<file path="src/rtl/activation_stream_collector_pkg.sv">
// Shared definitions for the activation stream collector: default widths and
// the storage entry layout (frame-end tag above the signed sample).
package activation_stream_collector_pkg;

  localparam int DATA_W_DEF    = 22;
  localparam int FRAME_LEN_DEF = 64;
  localparam int DEPTH_DEF     = 16;

  typedef struct packed {
    logic                         last;
    logic signed [DATA_W_DEF-1:0] data;
  } entry_t;

  // Counter width that stays legal when the range collapses to a single value.
  function automatic int clog2_min1(input int n);
    return (n > 1) ? $clog2(n) : 1;
  endfunction

endpackage

</file>
<file path="src/rtl/activation_stream_collector_sync_fifo.sv">
// First-word-fall-through FIFO: the head entry is driven straight from storage,
// so a sample written into an empty FIFO is visible right after its write edge.
module sync_fifo_fwft
  import activation_stream_collector_pkg::*;
#(
  parameter int  DEPTH   = DEPTH_DEF,
  parameter type T_ENTRY = entry_t
) (
  input  logic                       clk,
  input  logic                       rst_n,
  input  logic                       i_wr,
  input  T_ENTRY                     i_wr_data,
  input  logic                       i_rd,
  output T_ENTRY                     o_rd_data,
  output logic                       o_valid,
  output logic                       o_full,
  output logic [$clog2(DEPTH+1)-1:0] o_count
);

  localparam int AW = $clog2(DEPTH);
  localparam int CW = $clog2(DEPTH+1);

  T_ENTRY        r_mem [DEPTH];
  logic [AW-1:0] r_wr_ptr;
  logic [AW-1:0] r_rd_ptr;
  logic [CW-1:0] r_count;

  logic w_rd;
  logic w_wr;
  logic w_full;

  assign w_full = (r_count == CW'(DEPTH));
  assign w_rd   = i_rd & (r_count != '0);
  // A read in the same cycle frees the slot, so a full FIFO can still accept.
  assign w_wr   = i_wr & (~w_full | w_rd);

  always_ff @(posedge clk) begin
    if (w_wr) r_mem[r_wr_ptr] <= i_wr_data;
  end

  always_ff @(posedge clk or negedge rst_n) begin
    if (!rst_n) begin
      r_wr_ptr <= '0;
      r_rd_ptr <= '0;
      r_count  <= '0;
    end else begin
      if (w_wr) r_wr_ptr <= r_wr_ptr + AW'(1);
      if (w_rd) r_rd_ptr <= r_rd_ptr + AW'(1);
      case ({w_wr, w_rd})
        2'b10:   r_count <= r_count + CW'(1);
        2'b01:   r_count <= r_count - CW'(1);
        default: r_count <= r_count;
      endcase
    end
  end

  assign o_rd_data = r_mem[r_rd_ptr];
  assign o_valid   = (r_count != '0);
  assign o_full    = w_full;
  assign o_count   = r_count;

endmodule

</file>
<file path="src/rtl/activation_stream_collector.sv">
// Collects the activation output stream into a FWFT FIFO, tags frame-final
// samples, and latches a sticky overflow flag when samples are dropped.
module activation_stream_collector
  import activation_stream_collector_pkg::*;
#(
  parameter int DATA_W    = DATA_W_DEF,
  parameter int DEPTH     = DEPTH_DEF,
  parameter int FRAME_LEN = FRAME_LEN_DEF
) (
  input  logic                       clk,
  input  logic                       rst,
  input  logic                       in_valid,
  input  logic signed [DATA_W-1:0]   in_data,
  output logic                       out_valid,
  output logic signed [DATA_W-1:0]   out_data,
  output logic                       out_last,
  input  logic                       out_ready,
  output logic [$clog2(DEPTH+1)-1:0] count,
  output logic                       overflow,
  input  logic                       clr_overflow
);

  localparam int FW = clog2_min1(FRAME_LEN);

  typedef struct packed {
    logic                     last;
    logic signed [DATA_W-1:0] data;
  } entry_w_t;

  logic [FW-1:0] r_frame_pos;
  logic          r_overflow;

  entry_w_t w_wr_entry;
  entry_w_t w_rd_entry;
  logic     w_full;
  logic     w_last_tag;
  logic     w_read;
  logic     w_drop;

  assign w_last_tag = (r_frame_pos == FW'(FRAME_LEN-1));
  assign w_wr_entry = '{last: w_last_tag, data: in_data};
  assign w_read     = out_valid & out_ready;
  assign w_drop     = in_valid & w_full & ~w_read;

  sync_fifo_fwft #(
    .DEPTH   (DEPTH),
    .T_ENTRY (entry_w_t)
  ) u_fifo (
    .clk       (clk),
    .rst_n     (rst),
    .i_wr      (in_valid),
    .i_wr_data (w_wr_entry),
    .i_rd      (out_ready),
    .o_rd_data (w_rd_entry),
    .o_valid   (out_valid),
    .o_full    (w_full),
    .o_count   (count)
  );

  // Position advances on every presented sample, dropped or not, so frame
  // boundaries stay aligned with the source even across overflow.
  always_ff @(posedge clk or negedge rst) begin
    if (!rst) begin
      r_frame_pos <= '0;
    end else if (in_valid) begin
      r_frame_pos <= w_last_tag ? '0 : r_frame_pos + FW'(1);
    end
  end

  always_ff @(posedge clk or negedge rst) begin
    if (!rst) begin
      r_overflow <= 1'b0;
    end else if (w_drop) begin
      r_overflow <= 1'b1;
    end else if (clr_overflow) begin
      r_overflow <= 1'b0;
    end
  end

  assign out_data = w_rd_entry.data;
  assign out_last = w_rd_entry.last;
  assign overflow = r_overflow;

endmodule

</file>
<file path="config.mk">
export PLATFORM = sky130hd
export DESIGN_NAME = activation_stream_collector
export DESIGN_NICKNAME = d
export VERILOG_FILES = /design/src/rtl/activation_stream_collector_pkg.sv /design/src/rtl/activation_stream_collector_sync_fifo.sv /design/src/rtl/activation_stream_collector.sv
export SDC_FILE = /design/constraint.sdc
export NUM_CORES = 1
export LEC_CHECK = 0
export BUFFER_PORTS_ARGS = -buffer_cell sky130_fd_sc_hd__clkbuf_2
export CORE_AREA = 2 2 185 187
export CTS_BUF_LIST = sky130_fd_sc_hd__clkbuf_4 sky130_fd_sc_hd__clkbuf_8 sky130_fd_sc_hd__clkbuf_16
export DETAILED_ROUTE_END_ITERATION = 10
export DIE_AREA = 0 0 187 189
export HOLD_SLACK_MARGIN = 0.12
export PLACE_DENSITY_LB_ADDON = 0.05
export RECOVER_POWER = 100
export SKIP_LAST_GASP = 1
export SLEW_MARGIN = 20
export SYNTH_ARGS = -nofsm -noshare
export SYNTH_HDL_FRONTEND = slang
export SYNTH_SLANG_ARGS = --single-unit
</file>
<file path="constraint.sdc">
create_clock -name clk -period 3.95 [get_ports clk]
set_input_delay 0.395 -clock clk [delete_from_list [all_inputs] [get_ports clk]]
set_output_delay 0.395 -clock clk [all_outputs]
set_load 0.005 [all_outputs]
</file>
Word level (Yosys, flattened, before mapping)
Memories as Yosys holds them, arrays and structs flattened.
Index checks and enable logic that the tools add are counted.
- register bits after elaboration: 20
- latch bits: 0
- bits in writable memories: 368
- ROM bits: 0
- input port bits: 27
- output and inout port bits: 30
- logic and storage cells: 31
- memories: 1
- memory list (name ; depth ; width ; rd ports ; clocked after memory_dff ; wr ports ; RTL line ; RTL):
    u_fifo.r_mem ; 16 ; 23 ; 1 ; 0 ; 1 ; activation_stream_collector_sync_fifo.sv:23 ; T_ENTRY r_mem [DEPTH];
- add/sub/neg operators: 5
- multipliers: 0
- divide/modulo/power cells: 0
- order comparisons: 0
- equality and inequality tests: 4
- shift-type cells: 0
- mux-type cells: 6
- bitwise operators: 7
- reduce and logical (&&, ||, !) cells: 3
- operators by type and width (operator ; number):
    5-bit case mux with 2 select lines ; 1
    4-bit by 1-bit adder with 4-bit output (second input constant) ; 2
    6-bit by 1-bit adder with 6-bit output (second input constant) ; 1
    6-bit == test (second input constant) ; 1
    6-bit two-way mux ; 1
    5-bit by 1-bit adder with 5-bit output (second input constant) ; 1
    5-bit == test (second input constant) ; 1
    5-bit nonzero test ; 1
    5-bit by 1-bit subtractor with 5-bit output (second input constant) ; 1
    1-bit bitwise AND ; 4
    1-bit two-way mux ; 4
    2-bit nonzero test ; 2
    2-bit by 1-bit == test with 1-bit output (second input constant) ; 1
    2-bit == test (second input constant) ; 1
    1-bit inverter ; 2
    1-bit bitwise OR ; 1

Depth between registers and ports, before layout
Gate-level depths: netlist of run 1.
- depth in word-level cells: 6
- gate-level depth with buffers: 10

Cells and area by module
A second synthesis of run 1 with hierarchy kept.
- cell total of the unflattened synthesis: 702
- area, all modules: 14999.4 µm²
- modules (own cells, without submodules) (module ; times used ; cells an instance ; area an instance (µm²) ; sequential area each (µm²)):
    sync_fifo_fwft ; 1 ; 669 ; 14647.8 ; 11375.9
    activation_stream_collector ; 1 ; 33 ; 351.6 ; 175.2

Least setup slack after synthesis of run 1
Ideal clock, no wire load.
- path kind: register -> register
- start: reg u_fifo.r_count[0], in the netlist u_fifo.o_count[0]
- end: mem u_fifo.r_mem[1][0] (netlist bit), enable pin
- setup time: 461 ps
- data arrival time: 3226 ps
- required time: 3489 ps
- slack: 262 ps
- stages on the path, launching flop included: 6
- buffers on the path: 2
- period minus slack after synthesis: 3688 ps
- path through: dfrtp_1 clkbuf_1 or4_4 buf_6 o21ai_2 nor4_1
- longest elaborated chain between the ends: 6
- elaborated cells between the ends (all ways): 8
- ends and longest elaborated chain (what ; RTL line ; RTL):
    start: declaration ; activation_stream_collector_sync_fifo.sv:26 ; logic [CW-1:0] r_count;
    start signal: assignment ; activation_stream_collector_sync_fifo.sv:50 ; 2'b10: r_count <= r_count + CW'(1);
    start signal: assignment ; activation_stream_collector_sync_fifo.sv:51 ; 2'b01: r_count <= r_count - CW'(1);
    start signal: assignment ; activation_stream_collector_sync_fifo.sv:52 ; default: r_count <= r_count;
    5-bit nonzero test / 5-bit == test (equally long branches) ; activation_stream_collector_sync_fifo.sv:33, activation_stream_collector_sync_fifo.sv:32 ;
    1-bit bitwise AND / 1-bit inverter (equally long branches) ; activation_stream_collector_sync_fifo.sv:33, activation_stream_collector_sync_fifo.sv:35 ;
    1-bit bitwise OR (*) ; activation_stream_collector_sync_fifo.sv:35 ; assign w_wr = i_wr & (~w_full | w_rd);
    1-bit bitwise AND (*) ; activation_stream_collector_sync_fifo.sv:35 ;
    1-bit two-way mux (*) ; activation_stream_collector_sync_fifo.sv:38 ; if (w_wr) r_mem[r_wr_ptr] <= i_wr_data;
    1-bit two-way mux (implied by the code) (*) ; activation_stream_collector_sync_fifo.sv:38 ;
    end: declaration ; activation_stream_collector_sync_fifo.sv:23 ;
Mark *: on every way between the ends. The rest lies on a longest branch, timed or not.

Final worst setup path of run 1
- start: reg u_fifo.r_rd_ptr[0]
- end: out out_data[1]
- longest elaborated chain between the ends: 1
- ends and longest elaborated chain (what ; RTL line ; RTL):
    start: declaration ; activation_stream_collector_sync_fifo.sv:25 ; logic [AW-1:0] r_rd_ptr;
    start signal: assignment ; activation_stream_collector_sync_fifo.sv:48 ; if (w_rd) r_rd_ptr <= r_rd_ptr + AW'(1);
    memory 16 x 23 bit ; n/a ;
    end: declaration ; activation_stream_collector.sv:15 ; output logic signed [DATA_W-1:0] out_data,
Every way passes these cells.

==> flow_metrics.py, run 1 <==
metrics = {
    "sta": {
        "fmax_ghz": 0.285,
        "period_minus_slack_ns": 3.50,
        "final.setup_skew_ns": 0.0118,
        "finalHoldViolCount": 0,
        "slew_viol_final": 54,
        "worst_pin_slew_ns": 1.61,
        "period_share_pct": 88.7,
        "relSlewSlack_pct": -7.31,
        "setup-violations-final": 0,
        "setup_tns_ns": 0,
        "rsz0062_at_grt": "false",
    },
    "cts": {
        "cts_setup_buffers": 0,
        "cts.sink_count": 388,
        "cts_made_buffers": 41,
        "clock_tree.root_cell": "clkbuf_16",
        "post_cts_resized": 0,
        "cts.path.max_buffers": 3,
        "cts_tree": "yes",
        "clkTransAtPathRegs_ns": 0.06,
        "clk_latency_ns": 0.53,
        "ctsHoldBuffers": 2,
        "htree_num_levels": 2,
    },
    "cells_and_area": {
        "diodes": 0,
        "final_cell_mix": "edfxtp_1 (368), mux4_2 (115), clkbuf_1 (46)",
        "utilization_pct": 52.2,
        "fin_area_um2": 17400,
        "layout_commonest_cell": "edfxtp_1",
        "nFillCells": 2638,
        "nNetsFinal": 790,
        "final_cells": 1236,
        "area_growth_pct": 14.1,
        "drive_gt1_share_pct": 29.4,
    },
    "logic_synthesis": {
        "yosysTopAreaCell": "edfxtp_1",
        "ys_warn_count": 0,
        "synth_top_flop_cell": "edfxtp_1",
        "netlist_area_um2": 15200,
        "synth-seq-area-share_pct": 75.9,
        "syn_area_per_cell_um2": 23.0,
        "synth_top_area_share_pct": 72.6,
        "synthTopCellsByArea": "edfxtp_1 (73%), mux4_2 (17%), dfrtp_1 (3.3%), buf_6 (0.67%), ha_1 (0.66%)",
        "synthCells": 663,
        "syn_nets": 698,
        "synth-edff-count": 368,
        "synth_seq_cells": 388,
        "synth_cell_types": 51,
        "async_flop_share_pct": 5.15,
    },
    "floorplanning": {
        "coreArea_um2": 33300,
        "die_w_um": 187,
        "rows": 67,
        "io_pins": 57,
        "die_area_um2": 35300,
        "start_util_pct": 45.7,
        "fp.dieH_um": 189,
    },
    "job": {
        "drv_cap": 3,
    },
    "critical_path": {
        "worstPathArrival_ns": 3.11,
        "crit_buf_inv": 2,
        "required_ns": 3.56,
        "reg2reg_to": "u_fifo.r_mem[3][22]",
        "worstPathCellList": "clkbuf_2, mux4_2, mux4_2, clkbuf_2",
        "crit_path_max_incr_delay_ns": 0.82,
        "crit_fanout": 30,
        "reg2reg_depth": 4,
        "cp.depth": 4,
        "r2r-start": "u_fifo.o_count[1]",
        "critical_path.slowest_cell": "dfrtp_4",
        "critical-path-top-delay-family": "multiplexers",
        "worstSetupPathType": "reg2out",
        "crit_path_start_kind": "flip-flop",
        "r2r_slack_ns": 0.53,
        "crit_path_end_kind": "output pin",
    },
    "detailed_routing": {
        "wl_um": 32200,
        "post_drt_wl_per_cell_um": 26.0,
        "drt_iter0_markers": 471,
        "vias": 7041,
        "antenna_left": 0,
        "drtPass1Iterations": 5,
        "viasPerCell": 5.70,
        "remaining_drc_errors": 0,
    },
    "global_route": {
        "grt_overflow": 0,
        "antenna_found_initial": 0,
        "grt_pass1_wl_um": 47900,
        "grt_pass1_vias": 7392,
        "grtUsageTotal_pct": 18.6,
        "grt_max_degree": 52,
    },
    "min_path": {
        "hp-start": "out_ready",
        "holdPathStages": 3,
        "min_path_type": "in2reg",
        "hold_path_end": "u_fifo.r_rd_ptr[3]",
    },
    "placed_design": {
        "gp_congestion": 0.741,
        "dp_hpwl_um": 18300,
        "dp.cells": 1158,
        "place_area_um2": 16200,
        "portBuffers": 56,
    },
    "status": {
        "status": "complete, but fails checks",
        "violations": "max-capacitance violations, max-slew violations",
    },
    "power": {
        "power_density_nw_per_um2": 718,
        "report.power.total_uw": 12500,
        "leakage_uw": 0.00553,
        "peakVddDrop_mv": 0.354,
    },
}
==> through the flow <==
step,hold WS [ns],setup WS [ns]
floorplan,0.0994,0.262
global placement,0.401,1.09
global route,0.359,0.257
detailed placement,0.419,0.972
CTS,0.245,0.544
finish,0.322,0.447
==> sequential cells by signal, indices dropped and copies added, names as in the netlist <==
| name | cells |
|---|---|
| overflow | 1 |
| r_frame_pos | 6 |
| u_fifo.r_wr_ptr | 4 |
| u_fifo.r_rd_ptr | 4 |
| u_fifo.r_mem | 368 |
| u_fifo.o_count | 5 |
==> cells in the mapped netlist (2+ instances only) <==
cell type / instances
mux2_2: 2
buf_1: 8
nor3_1: 2
nor2_1: 12
and2_1: 4
mux4_2: 115
a21oi_1: 3
mux2i_1: 4
o21bai_1: 2
nand2_1: 11
nor4_1: 4
o21ai_0: 2
xor2_1: 2
buf_6: 9
edfxtp_1: 368
a211oi_1: 2
clkbuf_1: 15
and3_1: 5
o31ai_1: 2
nand4_1: 4
nand3_1: 4
dfrtp_1: 20
buf_2: 4
ha_1: 8
o21a_1: 2
nand2b_1: 2
inv_1: 10
xnor2_1: 11
nor2b_1: 4
==> report_power, final <==
group	total, uW	internal (uW)	switching [uW]
Clock	3700	2210	1490
Combinational	3220	1740	1480
Sequential	5540	5000	541
==> worst max path at each step <==
stage	from	to
6_report	u_fifo.r_rd_ptr[0]	out_data[1]
4_1_cts	u_fifo.r_rd_ptr[0]	out_data[21]
2_1_floorplan	u_fifo.o_count[0]	u_fifo.r_mem[1][0]
5_1_grt	u_fifo.r_rd_ptr[0]	out_data[4]
3_3_place_gp	in_valid	u_fifo.r_mem[3][2]
3_5_place_dp	u_fifo.o_count[1]	u_fifo.o_count[4]
==> routing by layer <==
layer  GRT usage [%]  routed length, um
met1            25.9              14000
met2            31.1              16100
met3            3.04               1540
met4            4.64                498
met5               0                  0
==> layout make-up <==
cell class              instances  area (um2)  area share [%]
well taps                     448         561            3.23
inverters                      10        37.5           0.216
clock inverters                20         143           0.821
repair buffers                 85         440            2.54
flip-flops and latches        388       11600            66.6
clock buffers                  56        1170            6.76
multi-input cells             229        3450            19.9
==> worst register-to-register path, stage by stage (launching register included) <==
cell and delay, ns:
dfrtp_1 0.60, or4_1 0.42, o21ai_2 0.22, nor4_4 0.53, clkbuf_1 1.23
==> cell families after synthesis <==
family                     count (synthesis)  share of synthesized area, %
buffers and inverters                     46                          1.61
AOI/OAI and AO/OA                         29                          1.59
and+or+nand+nor                           57                          2.02
xor gates and xnor gates                  13                         0.748
DFF                                      388                          75.9
adders and majority gates                  8                         0.658
muxes                                    122                          17.5
Power figures use the tool's default switching activity.
==> run 2: changes to the inputs <==
--- a/config.mk
+++ b/config.mk
@@ -5,13 +5,15 @@
 export SDC_FILE = /design/constraint.sdc
 export NUM_CORES = 1
 export LEC_CHECK = 0
+export ABC_AREA = 1
 export BUFFER_PORTS_ARGS = -buffer_cell sky130_fd_sc_hd__clkbuf_2
-export CORE_AREA = 2 2 185 187
+export CORE_AREA = 2 2 188 190
 export CTS_BUF_LIST = sky130_fd_sc_hd__clkbuf_4 sky130_fd_sc_hd__clkbuf_8 sky130_fd_sc_hd__clkbuf_16
+export CTS_CLUSTER_DIAMETER = 30
 export DETAILED_ROUTE_END_ITERATION = 10
-export DIE_AREA = 0 0 187 189
+export DIE_AREA = 0 0 190 192
 export HOLD_SLACK_MARGIN = 0.12
-export PLACE_DENSITY_LB_ADDON = 0.05
+export PLACE_DENSITY = 0.58
 export RECOVER_POWER = 100
 export SKIP_LAST_GASP = 1
 export SLEW_MARGIN = 20
==> run 2 against run 1 <==
The flow still finishes with violations (max-capacitance violations, max-slew violations). Register-to-register slack gained 0.12 ns. Critical path type unchanged. Final area up 8.6%. Via count up 30%. Wire length grew 11%. Non-clock buffer count decreased by 16. Area after synthesis rose by 2.7%. Largest cell class unchanged. Power up 27%. Maximum frequency rose by 4.1%. Synthesized cell count up 59%. Clock skew increased by 0.0046 ns.
==> flow_metrics.py, run 2 <==
metrics = {
    "logic_synthesis": {
        "synth_fa_ha_area_share_pct": 0.641,
        "synthTopCellsByArea": "edfxtp_1 (71%), mux2i_1 (4.6%), o221ai_1 (4.0%), nor2_1 (3.7%), dfrtp_1 (3.2%)",
        "ys_warn_count": 0,
        "synth-edff-count": 368,
        "netlist_area_um2": 15600,
        "synth_xor_area_share_pct": 0.665,
        "yosysTopAreaCell": "edfxtp_1",
        "synth.top_cells.by_count": "edfxtp_1 (368), nor2_1 (152), o21ai_0 (91)",
        "syn_nets": 1092,
        "syn_area_per_cell_um2": 14.8,
        "synthCells": 1057,
        "synth_top_flop_cell": "edfxtp_1",
        "synth_top_family_by_area": "compound AO/OA/AOI/OAI gates",
        "synth_seq_cells": 388,
        "synth_compound_area_share_pct": 9.39,
        "synth_cell_types": 36,
        "synth.most_common_cell": "edfxtp_1",
        "synth-simple-area-share_pct": 7.29,
        "synth-seq-area-share_pct": 73.9,
        "async_flop_share_pct": 5.15,
        "synth_top_area_share_pct": 70.7,
        "synthMuxAreaShare_pct": 4.61,
    },
    "power": {
        "peakVddDrop_mv": 0.603,
        "leakage_uw": 0.00658,
        "power_density_nw_per_um2": 838,
    },
    "sta": {
        "finalHoldViolCount": 0,
        "whs_ns": 0.115,
        "slew_viol_final": 192,
        "rsz0062_at_grt": "false",
        "fmax_ghz": 0.297,
        "period_minus_slack_ns": 3.36,
        "setup_tns_ns": 0,
        "worst_pin_slew_ns": 1.65,
        "setup-violations-final": 0,
        "period_share_pct": 85.2,
        "final.setup_skew_ns": 0.0164,
        "relSlewSlack_pct": -10.4,
    },
    "min_path": {
        "min_path_type": "in2reg",
        "hp-start": "in_valid",
        "holdPathStages": 2,
    },
    "cts": {
        "cts_made_buffers": 81,
        "post_cts_resized": 0,
        "ctsHoldBuffers": 2,
        "cts_tree": "yes",
        "clk_latency_ns": 0.58,
        "cts.path.max_buffers": 3,
        "clkTransAtPathRegs_ns": 0.05,
        "cts.sink_count": 388,
        "cts_setup_buffers": 0,
        "clock_tree.root_cell": "clkbuf_16",
        "htree_num_levels": 3,
    },
    "critical_path": {
        "r2r-start": "u_fifo.o_count[2]",
        "worstPathArrival_ns": 2.97,
        "required_ns": 3.56,
        "crit_start": "u_fifo.r_rd_ptr[1]",
        "cp.depth": 6,
        "critical-path-top-delay-family": "flip-flops",
        "critical_path.slowest_cell": "dfrtp_4",
        "crit_buf_inv": 2,
        "r2r_slack_ns": 0.65,
        "crit_path_max_incr_delay_ns": 0.93,
        "worstSetupPathType": "reg2out",
        "worstPathCellList": "clkbuf_2, o21ai_0, o32ai_1, o211ai_1, nand2_1, clkbuf_2",
        "crit_path_start_kind": "flip-flop",
        "crit_path_end_kind": "output pin",
        "cp_common_cell": "clkbuf_2",
        "reg2reg_depth": 8,
        "crit_fanout": 72,
    },
    "cells_and_area": {
        "regMostFlops": "u_fifo.r_mem",
        "final_cell_mix": "edfxtp_1 (368), nor2_1 (138), o21ai_0 (92)",
        "largest_reg_flops": 368,
        "nFillCells": 2782,
        "drive_gt1_share_pct": 16.6,
        "diodes": 0,
        "fin_area_um2": 18900,
        "utilization_pct": 55.0,
        "final_cells": 1661,
        "nNetsFinal": 1176,
        "layout_commonest_cell": "edfxtp_1",
        "area_growth_pct": 20.7,
    },
    "detailed_routing": {
        "antenna_left": 0,
        "post_drt_wl_per_cell_um": 21.4,
        "drt_iter0_markers": 716,
        "wl_um": 35600,
        "vias": 9136,
        "remaining_drc_errors": 0,
        "viasPerCell": 5.50,
        "drtPass1Iterations": 5,
    },
    "floorplanning": {
        "coreArea_um2": 34300,
        "fp.dieH_um": 192,
        "io_pins": 57,
        "die_area_um2": 36500,
        "die_w_um": 190,
        "start_util_pct": 45.6,
        "rows": 68,
    },
    "global_route": {
        "grt_overflow": 0,
        "grt_pass1_vias": 9222,
        "grt_max_degree": 187,
        "grt_pass1_wl_um": 55000,
        "antenna_found_initial": 0,
        "grtUsageTotal_pct": 20.2,
    },
    "placed_design": {
        "dp_hpwl_um": 18800,
        "portBuffers": 56,
        "place_area_um2": 16300,
        "dp.cells": 1511,
        "gp_congestion": 0.753,
    },
    "status": {
        "violations": "max-capacitance violations, max-slew violations",
        "status": "complete, but fails checks",
    },
    "job": {
        "drv_cap": 9,
    },
}
run 2: cell type report:
| cell class | count | area, um2 | area share [%] |
|---|---|---|---|
| clock buffers | 95 | 2180 | 11.6 |
| clock inverters | 53 | 520 | 2.76 |
| inverters | 34 | 131 | 0.697 |
| multi-input cells | 567 | 3510 | 18.6 |
| flip-flops and latches | 388 | 11600 | 61.3 |
| well taps | 455 | 569 | 3.02 |
| repair buffers | 69 | 380 | 2.02 |
run 2: per-stage QoR:
stage | power [uW] | setup slack, ns
floorplan | 8070 | 1.47
global placement | 9430 | 1.31
detailed placement | 9480 | 1.31
CTS | 16100 | 0.701
global route | 16600 | 0.335
finish | 15800 | 0.585
run 2: routing by layer:
layer  part of all wire, %  GRT usage (%)  up-vias
li1                      -              -     4256
met1                    44           26.4     4598
met2                    49           33.3      221
met3                   4.1           3.86       61
met4                   2.4           8.26        0
met5                     0              0        -
run 2: worst paths after layout:
kind                                       to
setup / recovery                  out_data[7]
hold / removal                 r_frame_pos[3]
setup reg to reg           u_fifo.r_mem[9][2]
hold reg to reg                r_frame_pos[4]
max in group asynchronous  u_fifo.r_rd_ptr[1]
min in group asynchronous   u_fifo.o_count[2]
run 2: where the power goes:
| group | switching [uW] | total [uW] | internal (uW) |
|---|---|---|---|
| registers | 274 | 5310 | 5030 |
| logic | 2640 | 3920 | 1280 |
| clock network | 2150 | 6570 | 4420 |
| total | 5060 | 15800 | 10700 |
run 2: worst register-to-register path: cells and delay by family (launching register included):
| family | cells | cell delay, ns |
|---|---|---|
| simple gates | 7 | 2.25 |
| flops | 1 | 0.43 |
| buf+inv | 1 | 0.20 |
run 2: kinds of logic after synthesis:
family | after synthesis
AO/OA/AOI/OAI | 214
XOR/XNOR | 11
adder cells (fa/ha/maj) | 8
buffers and inverters | 102
flip-flops | 388
multiplexers | 72
AND/OR/NAND/NOR | 262
==> run 3: changes to the inputs <==
--- a/config.mk
+++ b/config.mk
@@ -7,13 +7,13 @@
 export LEC_CHECK = 0
 export ABC_AREA = 1
 export BUFFER_PORTS_ARGS = -buffer_cell sky130_fd_sc_hd__clkbuf_2
-export CORE_AREA = 2 2 188 190
+export CORE_AREA = 2 2 179 181
 export CTS_BUF_LIST = sky130_fd_sc_hd__clkbuf_4 sky130_fd_sc_hd__clkbuf_8 sky130_fd_sc_hd__clkbuf_16
 export CTS_CLUSTER_DIAMETER = 30
 export DETAILED_ROUTE_END_ITERATION = 10
-export DIE_AREA = 0 0 190 192
+export DIE_AREA = 0 0 181 183
 export HOLD_SLACK_MARGIN = 0.12
-export PLACE_DENSITY = 0.58
+export PLACE_DENSITY = 0.63
 export RECOVER_POWER = 100
 export SKIP_LAST_GASP = 1
 export SLEW_MARGIN = 20
==> run 3 against run 2 <==
The flow still finishes with violations (max-capacitance violations, max-slew violations). Clock-buffer cell count decreased by 9. Global-route usage increased by 0.98 points. Die area decreased by 9.2%. First-iteration DRC count decreased by 12%. Register-to-register slack about the same. Flip-flop and latch count unchanged. Largest cell class unchanged. Power decreased by 1.6%.
==> flow_metrics.py, run 3 (synthesized netlist as in run 2, its figures left out) <==
metrics = {
    "status": {
        "status": "complete, but fails checks",
        "violations": "max-capacitance violations, max-slew violations",
    },
    "critical_path": {
        "reg2reg_depth": 8,
        "r2r_slack_ns": 0.66,
        "worstSetupPathType": "reg2out",
        "crit_path_start_kind": "flip-flop",
        "crit_buf_inv": 2,
        "crit_path_end_kind": "output pin",
        "r2r-start": "u_fifo.o_count[2]",
        "worstPathArrival_ns": 2.98,
        "crit_fanout": 66,
        "required_ns": 3.56,
        "crit_path_max_incr_delay_ns": 0.88,
        "reg2reg_to": "u_fifo.r_mem[7][2]",
        "worstPathCellList": "clkbuf_2, o21ai_0, o221ai_1, nand3_1, nand2_1, clkbuf_1",
        "critical-path-top-delay-family": "flip-flops",
        "critical_path.slowest_cell": "dfrtp_4",
    },
    "cells_and_area": {
        "drive_gt1_share_pct": 16.2,
        "multiInputGateArea_um2": 3530,
        "final_cell_mix": "edfxtp_1 (368), nor2_1 (138), o21ai_0 (91)",
        "largest_reg_flops": 368,
        "nFillCells": 2399,
        "regMostFlops": "u_fifo.r_mem",
        "seq_area_um2": 11600,
        "diodes": 0,
        "layout_commonest_cell": "edfxtp_1",
        "area_growth_pct": 19.6,
        "nNetsFinal": 1173,
    },
    "global_route": {
        "grt_overflow": 0,
        "grtUsageTotal_pct": 21.2,
        "grt_pass1_vias": 9421,
        "grt_max_degree": 187,
        "grt_pass1_wl_um": 53400,
        "antenna_found_initial": 0,
    },
    "sta": {
        "setup_tns_ns": 0,
        "slew_viol_final": 264,
        "fmax_ghz": 0.296,
        "whs_ns": 0.140,
        "final.setup_skew_ns": 0.0257,
        "period_minus_slack_ns": 3.38,
        "setup-violations-final": 0,
        "rsz0062_at_grt": "false",
        "finalHoldViolCount": 0,
        "period_share_pct": 85.5,
        "worst_pin_slew_ns": 1.83,
        "relSlewSlack_pct": -22.3,
    },
    "floorplanning": {
        "rows": 65,
        "coreArea_um2": 31200,
        "die_w_um": 181,
        "io_pins": 57,
        "die_area_um2": 33100,
        "fp.dieH_um": 183,
        "start_util_pct": 50.0,
    },
    "detailed_routing": {
        "drt_iter0_markers": 627,
        "remaining_drc_errors": 0,
        "wl_um": 34500,
        "antenna_left": 0,
        "vias": 9262,
        "viasPerCell": 5.79,
        "post_drt_wl_per_cell_um": 21.6,
        "drtPass1Iterations": 5,
    },
    "min_path": {
        "holdPathStages": 2,
        "hp-start": "in_valid",
        "min_path_type": "in2reg",
        "hold_path_end": "r_frame_pos[3]",
    },
    "cts": {
        "cts_tree": "yes",
        "cts_made_buffers": 76,
        "clkTransAtPathRegs_ns": 0.04,
        "clock_tree.root_cell": "clkbuf_16",
        "htree_num_levels": 3,
        "cts.sink_count": 388,
        "clk_latency_ns": 0.57,
        "cts.path.max_buffers": 3,
        "cts_setup_buffers": 0,
    },
    "placed_design": {
        "gp_congestion": 0.776,
        "portBuffers": 56,
        "dp_hpwl_um": 16800,
    },
    "job": {
        "drv_cap": 12,
    },
    "power": {
        "power_density_nw_per_um2": 832,
        "peakVddDrop_mv": 0.793,
        "leakage_uw": 0.00651,
    },
}
-- run 3: changes by cell type in the layout (fill, tap and decap cells not counted), sizes merged --
cell and change:
clkbuf -6, inv -4, clkinvlp +3, buf -1
bufinv +3, clkinv -2
-- run 3: per-stage QoR --
stage               worst slack [ns]  cell area, um2  total power, uW  utilization (%)  instances
finish                         0.574           18700            15500             59.8       1601
global route                   0.350           18700            16300             59.8       1601
CTS                            0.720           18900            15800             60.4       1601
detailed placement              1.28           16200             9360             52.0       1460
global placement                1.27           16200             9290             52.0       1460
floorplan                       1.47           15600             8070                -       1057
-- run 3: what timing repair did --
| item | 4_1_cts | 5_1_grt |
|---|---|---|
| hold buffers | 2 | 0 |
| gates resized for setup | 0 | 0 |
| hold endpoints to repair | 21 | 0 |
-- run 3: routing by layer --
metal / wire length, um / track usage (%)
met1: 14700 / 27.3
met2: 17000 / 36.1
met3: 1970 / 3.71
met4: 823 / 8.16
met5: 0 / 0
-- run 3: worst max-delay path by stage --
stage                        from                   to  depth (start not counted)
2_1_floorplan   u_fifo.o_count[2]  u_fifo.r_mem[11][0]                          8
3_3_place_gp   u_fifo.r_rd_ptr[0]         out_data[14]                          6
3_5_place_dp   u_fifo.r_rd_ptr[0]         out_data[14]                          6
4_1_cts        u_fifo.r_rd_ptr[0]         out_data[14]                          6
5_1_grt         u_fifo.o_count[2]   u_fifo.r_mem[0][2]                          8
6_report       u_fifo.r_rd_ptr[1]         out_data[17]                          6
-- run 3: area by class of cell --
| type | instances | area share (%) |
|---|---|---|
| Sequential cell | 388 | 61.9 |
| Multi-Input combinational cell | 567 | 18.9 |
| Clock buffer | 86 | 10.7 |
| Clock inverter | 53 | 3.19 |
| Tap cell | 402 | 2.69 |
| Timing Repair Buffer | 71 | 1.98 |
| Inverter | 34 | 0.703 |
-- run 3: report_power, final --
part / switching, uW / internal [uW]
Sequential: 268 / 5030
Combinational: 2590 / 1270
Clock: 2080 / 4300
Total: 4940 / 10600
-- run 3: worst register-to-register path, cell delays in order (launching register included) --
cell	delay [ns]
dfrtp_1	0.41
nor2_1	0.09
nand3_1	0.18
nand2_1	0.15
nand4_1	0.14
nand2_1	0.16
nor2_1	0.19
inv_1	0.15
nor2_2	1.38
